--- src/rtl/dmem_responder.sv ---
// Load/store responder between the execute stage and a simple request/ack bus.
// Accepts one RV32 load or store at a time, drives word-aligned bus beats and returns extended load data.
module dmem_responder #(
    parameter int ADDR_W  = 32,
    parameter int TIMEOUT = 255
) (
    input  logic              clk,
    input  logic              rst,
    input  logic              rd_req,
    input  logic              wr_req,
    input  logic [2:0]        func3,
    input  logic [ADDR_W-1:0] addr,
    input  logic [31:0]       wdata,
    output logic              mem_busy,
    output logic [31:0]       rdata,
    output logic              rdata_valid,
    output logic              access_err,
    output logic              bus_req,
    output logic              bus_we,
    output logic [ADDR_W-1:0] bus_addr,
    output logic [3:0]        bus_be,
    output logic [31:0]       bus_wdata,
    input  logic              bus_ack,
    input  logic [31:0]       bus_rdata
);

    typedef enum logic [1:0] {
        IDLE  = 2'd0,
        WRITE = 2'd1,
        READ  = 2'd2,
        RESP  = 2'd3
    } state_t;

    localparam logic [7:0] LP_CNT_LAST = 8'(TIMEOUT - 1);

    state_t              r_state;
    logic                r_busy;
    logic [31:0]         r_rdata;
    logic                r_rdata_valid;
    logic                r_access_err;
    logic                r_bus_req;
    logic                r_bus_we;
    logic [ADDR_W-1:0]   r_bus_addr;
    logic [3:0]          r_bus_be;
    logic [31:0]         r_bus_wdata;
    logic [2:0]          r_func3;
    logic [1:0]          r_offset;
    logic [7:0]          r_cnt;

    logic                w_illegal;
    logic                w_misaligned;
    logic                w_req_err;
    logic [3:0]          w_be;
    logic [31:0]         w_lanes;
    logic [31:0]         w_shifted;
    logic [31:0]         w_load_ext;

    // Width/alignment decode of the request currently presented.
    assign w_illegal    = (func3 == 3'b011) || (func3[2:1] == 2'b11);
    assign w_misaligned = ((func3[1:0] == 2'b01) && addr[0]) ||
                          ((func3[1:0] == 2'b10) && (addr[1:0] != 2'b00));
    assign w_req_err    = w_illegal || w_misaligned;

    always_comb begin
        w_be = 4'b1111;
        case (func3[1:0])
            2'b00:   w_be = 4'b0001 << addr[1:0];
            2'b01:   w_be = 4'b0011 << addr[1:0];
            default: w_be = 4'b1111;
        endcase
    end

    // Each byte lane carries the store byte that lands there for any legal offset.
    generate
        for (genvar gi = 0; gi < 4; gi++) begin : g_lane
            always_comb begin
                w_lanes[8*gi +: 8] = wdata[8*gi +: 8];
                case (func3[1:0])
                    2'b00:   w_lanes[8*gi +: 8] = wdata[7:0];
                    2'b01:   w_lanes[8*gi +: 8] = wdata[8*(gi%2) +: 8];
                    default: w_lanes[8*gi +: 8] = wdata[8*gi +: 8];
                endcase
            end
        end
    endgenerate

    assign w_shifted = bus_rdata >> {r_offset, 3'b000};

    always_comb begin
        w_load_ext = w_shifted;
        case (r_func3)
            3'b000:  w_load_ext = {{24{w_shifted[7]}},  w_shifted[7:0]};
            3'b001:  w_load_ext = {{16{w_shifted[15]}}, w_shifted[15:0]};
            3'b100:  w_load_ext = {24'd0, w_shifted[7:0]};
            3'b101:  w_load_ext = {16'd0, w_shifted[15:0]};
            default: w_load_ext = w_shifted;
        endcase
    end

    always_ff @(posedge clk or negedge rst) begin
        if (!rst) begin
            r_state       <= IDLE;
            r_busy        <= 1'b0;
            r_rdata       <= '0;
            r_rdata_valid <= 1'b0;
            r_access_err  <= 1'b0;
            r_bus_req     <= 1'b0;
            r_bus_we      <= 1'b0;
            r_bus_addr    <= '0;
            r_bus_be      <= '0;
            r_bus_wdata   <= '0;
            r_func3       <= '0;
            r_offset      <= '0;
            r_cnt         <= '0;
        end else begin
            r_rdata_valid <= 1'b0;
            r_access_err  <= 1'b0;
            case (r_state)
                IDLE: begin
                    // A simultaneous store is left pending; the requester keeps wr_req up.
                    if (rd_req || wr_req) begin
                        if (w_req_err) begin
                            r_access_err <= 1'b1;
                            if (rd_req) begin
                                r_rdata_valid <= 1'b1;
                                r_rdata       <= '0;
                            end
                        end else begin
                            r_state     <= rd_req ? READ : WRITE;
                            r_busy      <= 1'b1;
                            r_bus_req   <= 1'b1;
                            r_bus_we    <= ~rd_req;
                            r_bus_addr  <= {addr[ADDR_W-1:2], 2'b00};
                            r_bus_be    <= w_be;
                            r_bus_wdata <= w_lanes;
                            r_func3     <= func3;
                            r_offset    <= addr[1:0];
                            r_cnt       <= '0;
                        end
                    end
                end
                WRITE, READ: begin
                    // An ack arriving on the last allowed cycle still completes normally.
                    if (bus_ack) begin
                        r_bus_req <= 1'b0;
                        if (r_state == READ) begin
                            r_rdata       <= w_load_ext;
                            r_rdata_valid <= 1'b1;
                            r_state       <= RESP;
                        end else begin
                            r_busy  <= 1'b0;
                            r_state <= IDLE;
                        end
                    end else if (r_cnt == LP_CNT_LAST) begin
                        r_bus_req    <= 1'b0;
                        r_busy       <= 1'b0;
                        r_access_err <= 1'b1;
                        r_state      <= IDLE;
                        if (r_state == READ) begin
                            r_rdata_valid <= 1'b1;
                            r_rdata       <= '0;
                        end
                    end else begin
                        r_cnt <= r_cnt + 8'd1;
                    end
                end
                RESP: begin
                    r_busy  <= 1'b0;
                    r_state <= IDLE;
                end
                default: begin
                    r_busy  <= 1'b0;
                    r_state <= IDLE;
                end
            endcase
        end
    end

    assign mem_busy    = r_busy;
    assign rdata       = r_rdata;
    assign rdata_valid = r_rdata_valid;
    assign access_err  = r_access_err;
    assign bus_req     = r_bus_req;
    assign bus_we      = r_bus_we;
    assign bus_addr    = r_bus_addr;
    assign bus_be      = r_bus_be;
    assign bus_wdata   = r_bus_wdata;

endmodule
--- config.mk ---
export PLATFORM = sky130hd
export DESIGN_NAME = dmem_responder
export DESIGN_NICKNAME = d
export VERILOG_FILES = /design/src/rtl/dmem_responder.sv
export SDC_FILE = /design/constraint.sdc
export NUM_CORES = 1
export LEC_CHECK = 0
export BUFFER_PORTS_ARGS = -buffer_cell sky130_fd_sc_hd__buf_2
export CORE_UTILIZATION = 50
export DETAILED_ROUTE_END_ITERATION = 12
export HOLD_SLACK_MARGIN = 0.06
export PLACE_DENSITY = 0.8
export SYNTH_ARGS = -nofsm -noshare
export SYNTH_HDL_FRONTEND = slang
export SYNTH_SLANG_ARGS = --single-unit
--- constraint.sdc ---
create_clock -name clk -period 3.08 [get_ports clk]
set_clock_uncertainty 0.15 [all_clocks]
set_input_delay 0.308 -clock clk [delete_from_list [all_inputs] [get_ports clk]]
set_output_delay 0.308 -clock clk [all_outputs]
set_load 0.05 [all_outputs]
== Yosys cells after proc, flatten, opt, wreduce, memory -nomap -nowiden ==
Index checks and enable logic that the tools add are counted.

* Output and inout port bits: 105
* Word-level logic and storage cells: 103
* Register bits after elaboration: 118

* Reduce and logical (&&, ||, !) cells: 19
* Shifts and indexed selects: 3
* Add/subtract/negate cells: 1
* Bitwise gates (word level): 2
* Equality and inequality tests: 20
* Mux-type cells: 45

{| class="wikitable"
|+ Operator list
! kind !! number
|-
| 2-to-1 mux 32 bit || 7
|-
| one-hot mux 32 bit (4 select lines) || 1
|-
| one-hot mux 32 bit (2 select lines) || 1
|-
| 2-to-1 mux 8 bit || 6
|-
| one-hot mux 8 bit (2 select lines) || 2
|-
| right shift 32 x 5 -> 32 bit || 1
|-
| 2-to-1 mux 1 bit || 16
|-
| != test 2 bit, second input constant || 7
|-
| 2-to-1 mux 2 bit || 6
|-
| adder 8 x 1 -> 8 bit, second input constant || 1
|-
| == test 2 bit, second input constant || 4
|-
| == test 8 bit, second input constant || 1
|-
| one-hot mux 4 bit (2 select lines) || 1
|-
| AND reduction 4 bit || 2
|-
| == test 3 bit, second input constant || 2
|-
| != test 3 bit, second input constant || 2
|-
| one-hot mux 1 bit (2 select lines) || 3
|-
| one-hot mux 2 bit (3 select lines) || 1
|-
| AND reduction 3 bit || 2
|-
| AND reduction 6 bit || 1
|-
| AND reduction 5 bit || 1
|-
| == test 2 x 1 -> 1 bit, second input constant || 2
|-
| zero test 2 bit || 2
|-
| logical OR 1 bit || 4
|-
| 10 further kinds || 14
|}

== Longest topological paths before layout ==
Gate-level depths: netlist of the first run.

* Word-level depth: 7
* Mapped depth: 8
* Mapped depth without buffers: 6

== Least setup slack after synthesis of the first run ==
OpenSTA, ideal clock, no wires.

* Path type: register -> register
* Start point: register r_state[0]
* End point: register r_rdata[21], in the netlist rdata[21]
* Data arrival time: 2085 ps
* Period minus slack after synthesis: 2376 ps
* Setup slack: 704 ps
* Stages on the path, launching flop included: 9
* Path through: dfrtp_1 -> inv_1 -> ha_1 -> inv_1 -> a2bb2oi_1 -> and3_1 -> buf_2 -> buf_1 -> a31oi_1

* Word-level cells in the longest chain between the ends: 4
* Elaborated cells between the ends (all ways): 12
* Those cells by class: 7 x eq/ne; 1 x mux; 4 x reduce/logical

{| class="wikitable"
|+ Ends and longest elaborated chain
! item !! RTL line !! source
|-
| from (decl) || 36 || <nowiki>state_t r_state;</nowiki>
|-
| from (signal assigned) || 129 || <nowiki>r_state <= rd_req ? READ : WRITE;</nowiki>
|-
| == test 2 bit or == test 2 x 1 -> 1 bit (tied branches) || 118, 146, 159 ||
|-
| OR reduction 2 bit || 118 || <nowiki>case (r_state)</nowiki>
|-
| != test 3 bit (no line) (tied with other cells) || - ||
|-
| AND reduction 6 bit (no line) || - ||
|-
| to (signal assigned) || 147 || <nowiki>r_rdata <= w_load_ext;</nowiki>
|-
| to (decl) || 38 || <nowiki>logic [31:0] r_rdata;</nowiki>
|}

Several ways; a longest one is shown, not always the timed one.
A chain may end at the register's enable or synchronous reset.

== Worst setup path in the final report of the first run ==
* Start point: register r_offset[0]
* End point: register r_rdata[28], in the netlist rdata[28]

* Word-level cells in the longest chain between the ends: 5

{| class="wikitable"
|+ Ends and longest elaborated chain
! item !! RTL line !! source
|-
| from (decl) || 47 || <nowiki>logic [1:0] r_offset;</nowiki>
|-
| from (signal assigned) || 137 || <nowiki>r_offset <= addr[1:0];</nowiki>
|-
| right shift 32 x 5 -> 32 bit || 87 || <nowiki>assign w_shifted = bus_rdata >> {r_offset, 3'b000};</nowiki>
|-
| one-hot mux 32 bit (4 select lines) || 91 || <nowiki>case (r_func3)</nowiki>
|-
| 2-to-1 mux 32 bit || 146 || <nowiki>if (r_state == READ) begin</nowiki>
|-
| 2-to-1 mux 32 bit || 144 || <nowiki>if (bus_ack) begin</nowiki>
|-
| one-hot mux 32 bit (2 select lines) || 118 ||
|}

No other way between the ends. The select of a mux whose other input is x is not followed.

==> summary by stage, run 1 <==
Detailed routing
The number of detailed-route iterations in the first pass is 6. The first routing iteration left a little over 500 violations. The total DRC errors in the routed layout is 0. The via density per instance is 5.726. The detail route stage leaves a number of antenna-violating nets equal to 0.

The final routed wire length divided by cell count is 18.69 µm. The total vias in the final route is 5537. The routed wire length is ~18 mm.

Finish
The count of cells in the finished layout, fillers not included, comes to ~970. The library cell used most frequently in the layout, excluding fill and tap cells, is buf_2. Relative to the synthesized area, the layout overhead comes to 41.22%. The proportion of layout cells with a drive suffix above 1 is 37.67%. The number of nets in the layout is roughly 900. In the layout the commonest cells are buf_2, dfrtp_1, dlygate4sd3_1.

Measured on the finished design, the core utilization comes to 72.57%.

Hold path
The worst hold path was traced through 3 stages. For hold timing, the worst endpoint is bus_wdata[24]. The startpoint of the worst hold path is wdata[24]. The min-delay analysis places its worst path in the category in -> reg.

Outcome
The run finished with clean final reports.

Place
The number of buffer cells added on primary ports is 206. The number of placed instances, taps included, is between 800 and 900. The placed wire-length estimate after detailed placement is 11.42 mm.

Routability-driven placement finished with a final weighted congestion of 0.8867. OpenSTA, run right after detailed placement, puts the worst setup slack at 0.5171 ns.

Synth
Of the synthesized area, sequential elements account for 50.32%. The number of different library cells in the post-synthesis netlist is 45. After Yosys synthesis, XOR and XNOR cells account for 0% of the synthesized area. The async set or reset register ratio after synthesis is 100.0%.

The post-synthesis cell type with the largest combined area is dfrtp_1. During synthesis, Yosys emitted a total of 0 warnings. In the synthesized netlist the dominant register cell turns out to be dfrtp_1.

The mean instance size in the synthesized netlist is between 10 and 15 µm². The largest family of logic cells by synthesized area is multiplexers. The number of enable-type register cells in the synthesized netlist is 0.

The fraction of the mapped netlist area in simple logic gates is under 10%. Summed over its instances, the top area cell type makes up 50.32% of the synthesized netlist area. The summed instance area of the synthesized netlist is 0.005868 mm². Yosys attributes the largest share of cell area to dfrtp_1, mux2_2, mux2i_1. The adder-cell share of the synthesized area is 1.279%.

The multiplexer fraction of the synthesized cell area is 19.83%. The number of standard cells after synthesis is roughly 550. After synthesis the netlist holds a flip-flop and latch count of 118.

The synthesized netlist devotes ~14% of its cell area to compound gates.

Clock tree
For this design, the sink count on the clock tree is 118. The number of clock buffers added by TritonCTS is 17. The source-to-sink clock delay at the later pin of the worst-skew pair is between 0.4 and 0.5 ns. The maximum count of clock buffers along a single path is 2.

The clock-pin slew of the registers on the worst-case setup and hold paths is 0.05 ns. Once the clock tree was built, the setup fixing pass inserted 0 buffers. TritonCTS built the clock tree. The H-tree was split into 4 levels. The buffer type at the clock tree root is clkbuf_16.

Floorplan
The initialized floorplan defines 39 standard-cell rows. The x dimension of the die is 110.3 µm. The effective utilization at floorplan is about half. The die covers 0.01217 mm². The height of the chip is 110.3 µm. The top-level port count is 209. The area inside the core boundary is 0.01142 mm².

Pwr
The power dissipated by switching net loads is 5.159 mW. The logic gate share of total power is 53.2%. The sequential group share of total power is 26.8%. Power spread over the standard cell area amounts to around 1200 mW/mm². IR analysis of the VDD net gives a maximum drop of 1.091 mV. Of the total power, the share spent switching nets is 50.12%. Per report_power, the clock group accounts for around 20% of the total. The reported leakage power is a little over 4 nW.

The internal power of the cells totals slightly above 5 mW.

Global routing
Global routing consumed, over all layers together, 30.55% of the routing resources. The initial antenna violation count is 1. The via count of the first global-routing pass is between 5000 and 6000. The first global-routing pass estimated about 28 mm of wire. Entering global routing, the biggest net connects 102 pins. The total overflow reported by the global router is 0.

Worst setup path
Setup slack on the worst reg-to-reg path comes out at 0.43 ns. The library cell contributing the largest single delay on the critical path is or4_1. The depth of the worst register-to-register path is 4. For the worst setup path, the data arrival time is 2.83 ns. STA classifies the critical path startpoint as a flop. The start-to-end type of the worst setup path is reg -> reg. Together, buffers and inverters on the worst path number 0. STA classifies the critical path endpoint as a flop. In this run the critical register-to-register path is captured at rdata[28]. The dominant delay contributor by cell family on the critical path is simple AND/OR/NAND/NOR gates. Data on the critical path is required at its endpoint by about 3.3 ns. The critical path goes through mux2i_1, mux4_2, or4_1, a31oi_1.

Of all nets on the critical path, the largest fanout is 16. On the worst path, the slowest cell contributes a delay of 0.72 ns. The reg-to-reg startpoint is r_offset[0].

STA
After layout, the minimum clock period comes to 2.653 ns. The number of hold-slack violations in the final timing report is 0. Based on the critical path, the design can be clocked at up to 376.9 MHz. Measured against its own limit, the worst slew margin works out to 33.37%. Setup repair after global routing left no endpoint under its margin. Setup violations remaining at the end of the flow were counted as 0. The summed negative setup slack over all endpoints is 0 ns. The post-route worst setup slack is 0.4268 ns. The final period utilization is 86.14%. The slew at the pin with the worst max-slew slack is 0.9995 ns.

The max-slew violation count is 0.

Run
The max-cap violation count is 0.
## power groups by stage
stage	clock (mW)	combinational (mW)	sequential, mW
4_1_cts	2.09	5.40	2.73
6_report	2.06	5.47	2.76
3_3_place_gp	0	5.21	2.69
5_1_grt	2.16	5.78	2.84
2_1_floorplan	0	1.88	4.86
3_5_place_dp	0	5.31	2.74
## layer usage
layer / track usage [%] / share of wire, %
met1: 37.06 / 40
met2: 50.49 / 50
met3: 7.349 / 7.6
met4: 15.88 / 3.0
met5: 0 / 0
## per-stage QoR
stage	hold WS, ns	power, mW	cell area (µm²)
final	0.06959	10.29	8287
after global routing	0.09898	10.78	8287
after CTS	0.06058	10.21	8284
after detailed placement	0.3077	8.056	6992
after global placement	0.2931	7.905	6992
after floorplan	-0.1376	6.742	5872
## worst register-to-register path, stage by stage (launching register included)
cell,delay (ns)
dfrtp_1,0.70
mux2i_1,0.17
mux4_2,0.49
or4_1,0.72
a31oi_1,0.33
## cell families (layout without fill, tap and decap cells)
logic type | count (synthesis) | after routing
compound gates | 134 | 134
simple gates | 124 | 124
flops | 118 | 118
mux | 107 | 107
buf+inv | 56 | 332
fa+ha+maj | 6 | 6
other cells | 1 | 3
## cell usage after synthesis (9+ instances only)
master      n
nand2_1    63
nor2_1     22
inv_1      16
a21oi_1    21
nand3_1     9
mux2_2     53
o21ai_0    42
mux2i_1    51
a31oi_1    33
o211ai_1   11
dfrtp_1   118
clkbuf_1   18
buf_2      10
## how the worst max path moves through the flow
| stage | startpoint | to | slack [ns] | cells past startpoint |
|---|---|---|---|---|
| after detailed placement | r_offset[0] | rdata[28] | 0.52 | 4 |
| after global placement | r_offset[0] | rdata[31] | 0.59 | 4 |
| after floorplan | r_state[0] | rdata[21] | 0.70 | 8 |
| final | r_offset[0] | rdata[28] | 0.43 | 4 |
| after global routing | r_offset[0] | rdata[28] | 0.36 | 4 |
| after CTS | r_offset[0] | rdata[20] | 0.48 | 4 |
## layout make-up
type,instances,area (µm²)
antenna,1,2.502
clock buffer,19,452.9
clock inverter,13,168.9
fill,760,3132
inverter,16,60.06
multi-input combinational,373,2671
sequential,118,2953
tap,143,178.9
timing repair buffer,284,1799
## flip-flops by register name, summed over array words and instances (netlist names)
signal       count
r_func3          3
mem_busy         1
r_state          2
bus_addr        30
r_offset         2
r_cnt            8
rdata_valid      1
bus_wdata       32
bus_be           4
bus_req          1
bus_we           1
access_err       1
rdata           32
## timing repair
item / 4_1_cts / 5_1_grt
endpoints found under the setup margin: 0 / 0
endpoints found under the hold margin: 125 / 0
gates resized for setup: 0 / 0
hold buffers: 67 / 0
No activity file was read; power rests on OpenSTA's default activity.
==> inputs of run 2 (changes only) <==
ABC_AREA = 1   (was default)
HOLD_SLACK_MARGIN = default   (was 0.06)
PLACE_DENSITY = 0.81   (was 0.8)
==> summary by stage, run 2 <==
Floorplan
The area inside the core boundary is 0.01103 mm² (was 0.01142 mm²). The height of the chip is 109.3 µm (was 110.3 µm). The top-level port count is 209 (unchanged). The row count was 38 (was 39).

The die area was 0.01195 mm² (was 0.01217 mm²). The effective utilization at floorplan is 52.22% (was 51.39%). The x dimension of the die was 109.3 µm (was 110.3 µm).

Detailed routing
The number of detailed-route iterations in the first pass came to 5 (was 6). The via density per instance is 5.122 (was 5.726). The total DRC errors in the routed layout is 0 (unchanged). The total vias in the final route is 5911 (was 5537). The routed wire length came to 16.87 mm (was 18.07 mm). The final routed wire length divided by cell count is 14.62 µm (was 18.69 µm). The violation count after the first detailed-routing iteration is 391 (was 503). The number of nets with antenna violations after routing is 0 (unchanged).

Clock tree
The buffer type at the clock tree root is clkbuf_16 (unchanged). The maximum count of clock buffers along a single path came to 2 (unchanged). The source-to-sink clock delay at the later pin of the worst-skew pair is 0.40 ns (was 0.42 ns).

The clock tree from TritonCTS was done (unchanged). The number of H-tree branching levels is 4 (unchanged). The clock-pin slew of the registers on the worst-case setup and hold paths is 0.06 ns (was 0.05 ns).

The total of cells resized after clock tree synthesis came to 0 (unchanged). The number of buffers created by CTS came to 17 (unchanged). The number of clock sinks seen by CTS came to 118 (unchanged).

STA
The post-route worst setup slack is 0.6250 ns (was 0.4268 ns). The final critical delay including setup and external delays is 2.455 ns (was 2.653 ns). Setup repair after global routing missed its margin: false (unchanged).

The summed negative setup slack over all endpoints is 0 ns (unchanged). The slew at the pin with the worst max-slew slack came to 0.6934 ns (was 0.9995 ns). The worst relative slew slack is 53.77% (was 33.37%).

The final period utilization is 79.71% (was 86.14%). The number of endpoints failing setup at the final stage is 0 (unchanged). The max-slew violation count is 0 (unchanged). The number of hold-slack violations in the final timing report came to 0 (unchanged). The maximum frequency from static timing analysis is 407.3 MHz (was 376.9 MHz).

Global routing
The initial antenna violation count was 0 (was 1). The overall global routing resource usage was 29.78% (was 30.55%). The via count of the first global-routing pass is 5670 (was 5455).

The global-route wire length before repair is 27.06 mm (was 27.58 mm). The maximum number of pins on one net before global-route repair is 73 (was 102). The total overflow reported by the global router came to 0 (unchanged).

Worst setup path
The depth of the critical timing path with buffers and inverters included is 7 (was 4). The start-to-end type of the worst setup path is reg -> reg (unchanged). The worst setup path endpoint is rdata[17] (was rdata[28]). The library cell contributing the largest single delay on the critical path is dfrtp_1 (was or4_1). The arrival time of data at the critical path endpoint was 2.58 ns (was 2.83 ns). The number of buffers and inverters on the critical path is 1 (was 0). The slack of the worst reg-to-reg path was 0.62 ns (was 0.43 ns). The reg-to-reg startpoint is r_offset[0] (unchanged). The largest incremental delay on the critical path came to 0.72 ns (about the same). The depth of the worst register-to-register path was 7 (was 4). The critical path startpoint is r_offset[0] (unchanged). The largest driver fanout on the critical path is 25 (was 16). The capturing element type of the critical path is a flop (unchanged). List of cells traversed by the critical path: inv_1, nand2_1, nand3_1, nand3_2, nand3_2, nand2_1, o21ai_0 (was mux2i_1, mux4_2, or4_1, a31oi_1). The critical path startpoint category was a flop (unchanged). The dominant delay contributor by cell family on the critical path is simple AND/OR/NAND/NOR gates (unchanged). The critical path data required time is 3.20 ns (was 3.26 ns).

The reg-to-reg endpoint is rdata[17] (was rdata[28]).

Place
The placed wire-length estimate after detailed placement is 10.55 mm (was 11.42 mm). The final weighted congestion of routability-driven global placement is 0.8766 (was 0.8867). The setup slack after placement is 0.7301 ns (was 0.5171 ns). The number of buffer cells added on primary ports was 206 (unchanged). The total instance count after detailed placement is 1077 (was 867).

Hold path
The path class of the lowest-slack min-delay path is in -> reg (unchanged). The depth of the worst hold-timing path is 3 (unchanged).

Pwr
The power dissipated by switching net loads is 4.772 mW (was 5.159 mW). The logic gate share of total power is 51.0% (was 53.2%). The switching share of total power came to 51.43% (was 50.12%). The overall power of the completed layout is 9.280 mW (was 10.29 mW). The sequential group share of total power is 27.6% (was 26.8%). The clock group share of total power came to 21.4% (was 20.0%).

The reported leakage power is 4.351 nW (was 4.030 nW). The cell-internal power is 4.507 mW (was 5.134 mW). The maximum VDD drop is 0.8645 mV (was 1.091 mV). The ratio of total power to cell area is 1170 mW/mm² (was 1242 mW/mm²).

Synth
The mean instance size in the synthesized netlist is 7.560 µm² (was 10.75 µm²). The number of enable-type register cells in the synthesized netlist came to 0 (unchanged). The post-synthesis cell type with the largest combined area is dfrtp_1 (unchanged). Most frequent cells after synthesis: nand2_1, dfrtp_1, o21ai_0, inv_1, nand3_1 (was dfrtp_1, nand2_1, mux2_2, mux2i_1, o21ai_0). The most used flip-flop cell after synthesis is dfrtp_1 (unchanged). Leading cell types by total area after synthesis: dfrtp_1, nand2_1, o21ai_0 (was dfrtp_1, mux2_2, mux2i_1). The number of different library cells in the post-synthesis netlist is 25 (was 45). The sequential element share of the synthesized area is 51.26% (was 50.32%). The flop and latch count out of synthesis is 118 (unchanged). The library cell with the highest instance count after synthesis is nand2_1 (was dfrtp_1). The number of warnings printed during yosys synthesis is 0 (unchanged). The area share of the largest cell type after synthesis is 51.26% (was 50.32%). The number of standard cells after synthesis was 762 (was 546). The summed instance area of the synthesized netlist is 0.005761 mm² (was 0.005868 mm²). The async set or reset register ratio after synthesis was 100.0% (unchanged).

Finish
The number of antenna cells inserted is 0 (was 1). The count of non-filler cells in the finished layout came to 1154 (was 967). The final core utilization is 71.90% (was 72.57%). Most frequent cells in the layout: nand2_1, buf_2, dfrtp_1 (was buf_2, dfrtp_1, dlygate4sd3_1). The number of nets in the layout is 1111 (was 920). The most common cell after layout, fill and taps aside is nand2_1 (was buf_2). The area growth from synthesis to layout came to 37.68% (was 41.22%). The proportion of layout cells with a drive suffix above 1 is 25.84% (was 37.67%).

Outcome
Run status: completed (unchanged).

Run
The max-cap violation count is 0 (unchanged).
-- run 2: worst min path at each step --
stage	from	endpoint	slack (ns)
6_report	wdata[6]	bus_wdata[6]	0.02
5_1_grt	wdata[6]	bus_wdata[6]	0.02
4_1_cts	wdata[4]	bus_wdata[4]	0.003
3_5_place_dp	rst	rdata[3]	0.17
3_3_place_gp	rst	rdata[2]	0.18
2_1_floorplan	rst	access_err	-0.14
-- run 2: repair_timing --
item	CTS	global route
setup endpoints to repair	0	0
buffers inserted	0	0
hold buffers	45	0
hold endpoints to repair	84	0
-- run 2: routing by layer --
layer / global-route usage (%) / vias up / wire [µm]
met5: 0 / - / 0
met4: 11.71 / 0 / 348
met3: 7.587 / 30 / 1245
met2: 49.51 / 262 / 8375
met1: 37.25 / 2722 / 6904
li1: - / 2897 / -
-- run 2: area by class of cell --
cell class	count	area, µm²
Sequential cell	118	2953
Clock buffer	19	452.9
Clock inverter	13	145.1
Fill cell	865	3099
Multi-Input combinational cell	563	2475
Timing Repair Buffer	260	1577
Inverter	41	153.9
Tap cell	140	175.2
-- run 2: worst reg2reg max path, delay by kind of cell, from the launching register on --
kind	cells	cell delay, ns
flops	1	0.72
simple gates	5	0.99
buf+inv	1	0.38
compound gates	1	0.11
-- run 2: through the flow --
step                cell area (µm²)  hold WS, ns
floorplan                      5764      -0.1376
global placement               6883       0.1800
detailed placement             6883       0.1747
CTS                            7931     0.003308
global route                   7931      0.01554
finish                         7931      0.01888
-- run 2: cell families after synthesis --
logic type                 share of synthesized area (%)
AOI/OAI and AO/OA                                  12.38
other                                            0.06510
adders and majority gates                          1.303
and+or+nand+nor                                    28.39
DFF                                                51.26
buffers and inverters                              5.843
xor gates and xnor gates                          0.7603
-- run 2: power by group through the flow --
stage | Sequential (mW) | Combinational [mW] | Clock [mW]
after detailed placement | 2.54 | 4.64 | 0
after CTS | 2.54 | 4.70 | 2.01
after global routing | 2.64 | 5.14 | 2.09
after floorplan | 4.40 | 1.66 | 0
final | 2.56 | 4.73 | 1.99
after global placement | 2.54 | 4.57 | 0
==> inputs of run 3 (changes only) <==
ABC_AREA = 0   (was 1)
CORE_UTILIZATION = 45   (was 50)
PLACE_DENSITY = 0.76   (was 0.81)
clock period = 2 ns   (was 3.08 ns; I/O delays follow)
==> summary by stage, run 3 (synthesis results as in run 1) <==
Outcome
Run status: finished with violations (was completed). The final reports fail on setup timing.

Worst setup path
The largest driver fanout on the critical path was 16 (was 25). The slack of the worst reg-to-reg path is -0.13 ns (was 0.62 ns). The reg-to-reg endpoint was rdata[16] (was rdata[17]). The critical path data required time was 2.18 ns (was 3.20 ns). The critical path startpoint category is a flop (unchanged). The arrival time of data at the critical path endpoint was 2.31 ns (was 2.58 ns).

The reg-to-reg startpoint is r_offset[0] (unchanged). The start-to-end type of the worst setup path is reg -> reg (unchanged). The capturing element type of the critical path is a flop (unchanged). The depth of the worst register-to-register path is 5 (was 7).

Clock tree
The clock tree from TritonCTS is done (unchanged). The maximum count of clock buffers along a single path is 2 (unchanged). The buffer type at the clock tree root was clkbuf_16 (unchanged).

The number of clock sinks seen by CTS was 118 (unchanged). The clock-pin slew of the registers on the worst-case setup and hold paths is 0.06 ns (about the same). The number of H-tree branching levels is 4 (unchanged). The number of buffers created by CTS is 17 (unchanged). The source-to-sink clock delay at the later pin of the worst-skew pair is 0.42 ns (was 0.40 ns).

Run
The max-cap violation count is 0 (unchanged).

STA
The final period utilization is 106.6% (was 79.71%). The slew at the pin with the worst max-slew slack was 1.013 ns (was 0.6934 ns). The final critical delay including setup and external delays is 2.131 ns (was 2.455 ns). The post-route worst setup slack came to -0.1314 ns (was 0.6250 ns). The summed negative setup slack over all endpoints is -1.759 ns (was 0 ns). Setup repair after global routing missed its margin: true (was false). The number of hold-slack violations in the final timing report is 0 (unchanged). The number of endpoints failing setup at the final stage is 17 (was 0).

The worst relative slew slack was 32.24% (was 53.77%). The max-slew violation count is 0 (unchanged). The maximum frequency from static timing analysis is 469.2 MHz (was 407.3 MHz).

Hold path
The hold path endpoint was rdata[25] (was bus_wdata[6]). The depth of the worst hold-timing path is 3 (unchanged). The startpoint of the worst hold path is bus_rdata[25] (was wdata[6]).

The path class of the lowest-slack min-delay path is in -> reg (unchanged).

Finish
The number of nets in the layout is 969 (was 1111). The fill cell instance count of the final layout is 921 (was 865). Most frequent cells in the layout: buf_2, dfrtp_1, dlygate4sd3_1 (was nand2_1, buf_2, dfrtp_1).

The proportion of layout cells with a drive suffix above 1 came to 42.78% (was 25.84%). The most common cell after layout, fill and taps aside is buf_2 (was nand2_1). The area growth from synthesis to layout is 52.35% (was 37.68%). The cell area after layout came to 0.008940 mm² (was 0.007931 mm²).

Floorplan
The area inside the core boundary is 0.01267 mm² (was 0.01103 mm²). The top-level port count is 209 (unchanged). The row count is 41 (was 38). The effective utilization at floorplan is 46.31% (was 52.22%). The die area was 0.01350 mm² (was 0.01195 mm²).

The height of the chip came to 116.2 µm (was 109.3 µm). The x dimension of the die is 116.2 µm (was 109.3 µm).

Detailed routing
The final routed wire length divided by cell count was 18.60 µm (was 14.62 µm). The via density per instance is 5.490 (was 5.122). The number of detailed-route iterations in the first pass was 6 (was 5). The violation count after the first detailed-routing iteration is 496 (was 391). The number of nets with antenna violations after routing is 0 (unchanged). The routed wire length is 19.43 mm (was 16.87 mm).

The total vias in the final route was 5737 (was 5911). The total DRC errors in the routed layout is 0 (unchanged).

Global routing
The global-route wire length before repair is 29.44 mm (was 27.06 mm). The overall global routing resource usage is 28.95% (was 29.78%). The maximum number of pins on one net before global-route repair is 51 (was 73). The initial antenna violation count is 0 (unchanged). The via count of the first global-routing pass is 5822 (was 5670).

The total overflow reported by the global router is 0 (unchanged).

Pwr
The clock group share of total power is 17.5% (was 21.4%). The switching share of total power was 49.60% (was 51.43%). The reported leakage power is 4.286 nW (was 4.351 nW). The ratio of total power to cell area came to 1863 mW/mm² (was 1170 mW/mm²). The cell-internal power is 8.393 mW (was 4.507 mW). The logic gate share of total power is 57.5% (was 51.0%). The maximum VDD drop was 1.269 mV (was 0.8645 mV).

The sequential group share of total power was 25.0% (was 27.6%). The power dissipated by switching net loads is 8.260 mW (was 4.772 mW).

Place
The number of buffer cells added on primary ports is 206 (unchanged). The final weighted congestion of routability-driven global placement is 0.8903 (was 0.8766). The instance area after placement came to 0.007405 mm² (was 0.006883 mm²). The placed wire-length estimate after detailed placement was 12.11 mm (was 10.55 mm).
==> run 3: changes by cell type in the layout (fill, tap and decap cells not counted), sizes merged, moves of 6 or more <==
cell and delta:
mux2i +51, or2 -7, mux2 +54, inv -27, nand2 -275, nand3 -27
buf +43, o211ai +10, a31oi +33, nand2b +6, dlygate4sd3 +28, a22o +8
o21ai -79
==> run 3: area by class of cell <==
cell class	count	area, µm²	area share, %
timing repair buffer	333	2280	25.50
clock inverter	11	101.3	1.134
tap	172	215.2	2.407
multi-input combinational	373	2856	31.95
inverter	16	60.06	0.6718
antenna	1	2.502	0.02799
sequential	118	2954	33.04
clock buffer	21	470.5	5.262
==> run 3: critical path: stages (launching register included) <==
cell and delay (ns):
dfrtp_2 0.46, mux2i_2 0.18, mux4_2 0.46, or4_4 0.44, buf_12 0.18, a31oi_1 0.18
==> run 3: what timing repair did <==
action	CTS	global route
setup endpoints to repair	19	71
setup buffers	1	2
resized for setup	7	15
endpoints found under the hold margin	190	0
cloned	0	2
hold buffers	73	0
pin swaps	0	2
==> run 3: per-layer routing <==
metal	vias to the layer above	global-route usage [%]	part of all wire, %
li1	2598	-	-
met1	2804	33.87	39
met2	279	49.88	51
met3	56	8.355	7.5
met4	0	12.05	2.8
met5	-	0	0
==> run 3: per-stage QoR <==
stage	instances	total power, mW	setup slack [ns]	hold WS (ns)	util, %
2_1_floorplan	547	10.57	-0.09920	-0.2456	-
3_3_place_gp	934	12.68	-0.02455	0.003846	58.44
3_5_place_dp	934	12.91	-0.1274	0.01651	58.44
4_1_cts	1040	16.09	-0.09411	0.01187	69.18
5_1_grt	1044	17.39	-0.1878	0.02270	70.53
6_report	1045	16.65	-0.1314	0.03457	70.55
==> run 3: how the worst max path moves through the flow <==
stage,from,endpoint,slack (ns),cells past startpoint
floorplan,r_offset[0],rdata[23],-0.1,7
global placement,addr[1],r_cnt[6],-0.02,5
detailed placement,r_offset[0],rdata[25],-0.13,5
CTS,r_offset[0],rdata[31],-0.09,5
global route,r_offset[0],rdata[16],-0.19,5
finish,r_offset[0],rdata[16],-0.13,5
==> run 3: power by group through the flow <==
| stage | registers, mW | logic, mW | clock network, mW |
|---|---|---|---|
| final | 4.17 | 9.57 | 2.92 |
| after global routing | 4.27 | 10.1 | 3.06 |
| after CTS | 4.12 | 9.03 | 2.94 |
| after detailed placement | 4.13 | 8.78 | 0 |
| after global placement | 4.07 | 8.62 | 0 |
| after floorplan | 7.49 | 3.08 | 0 |
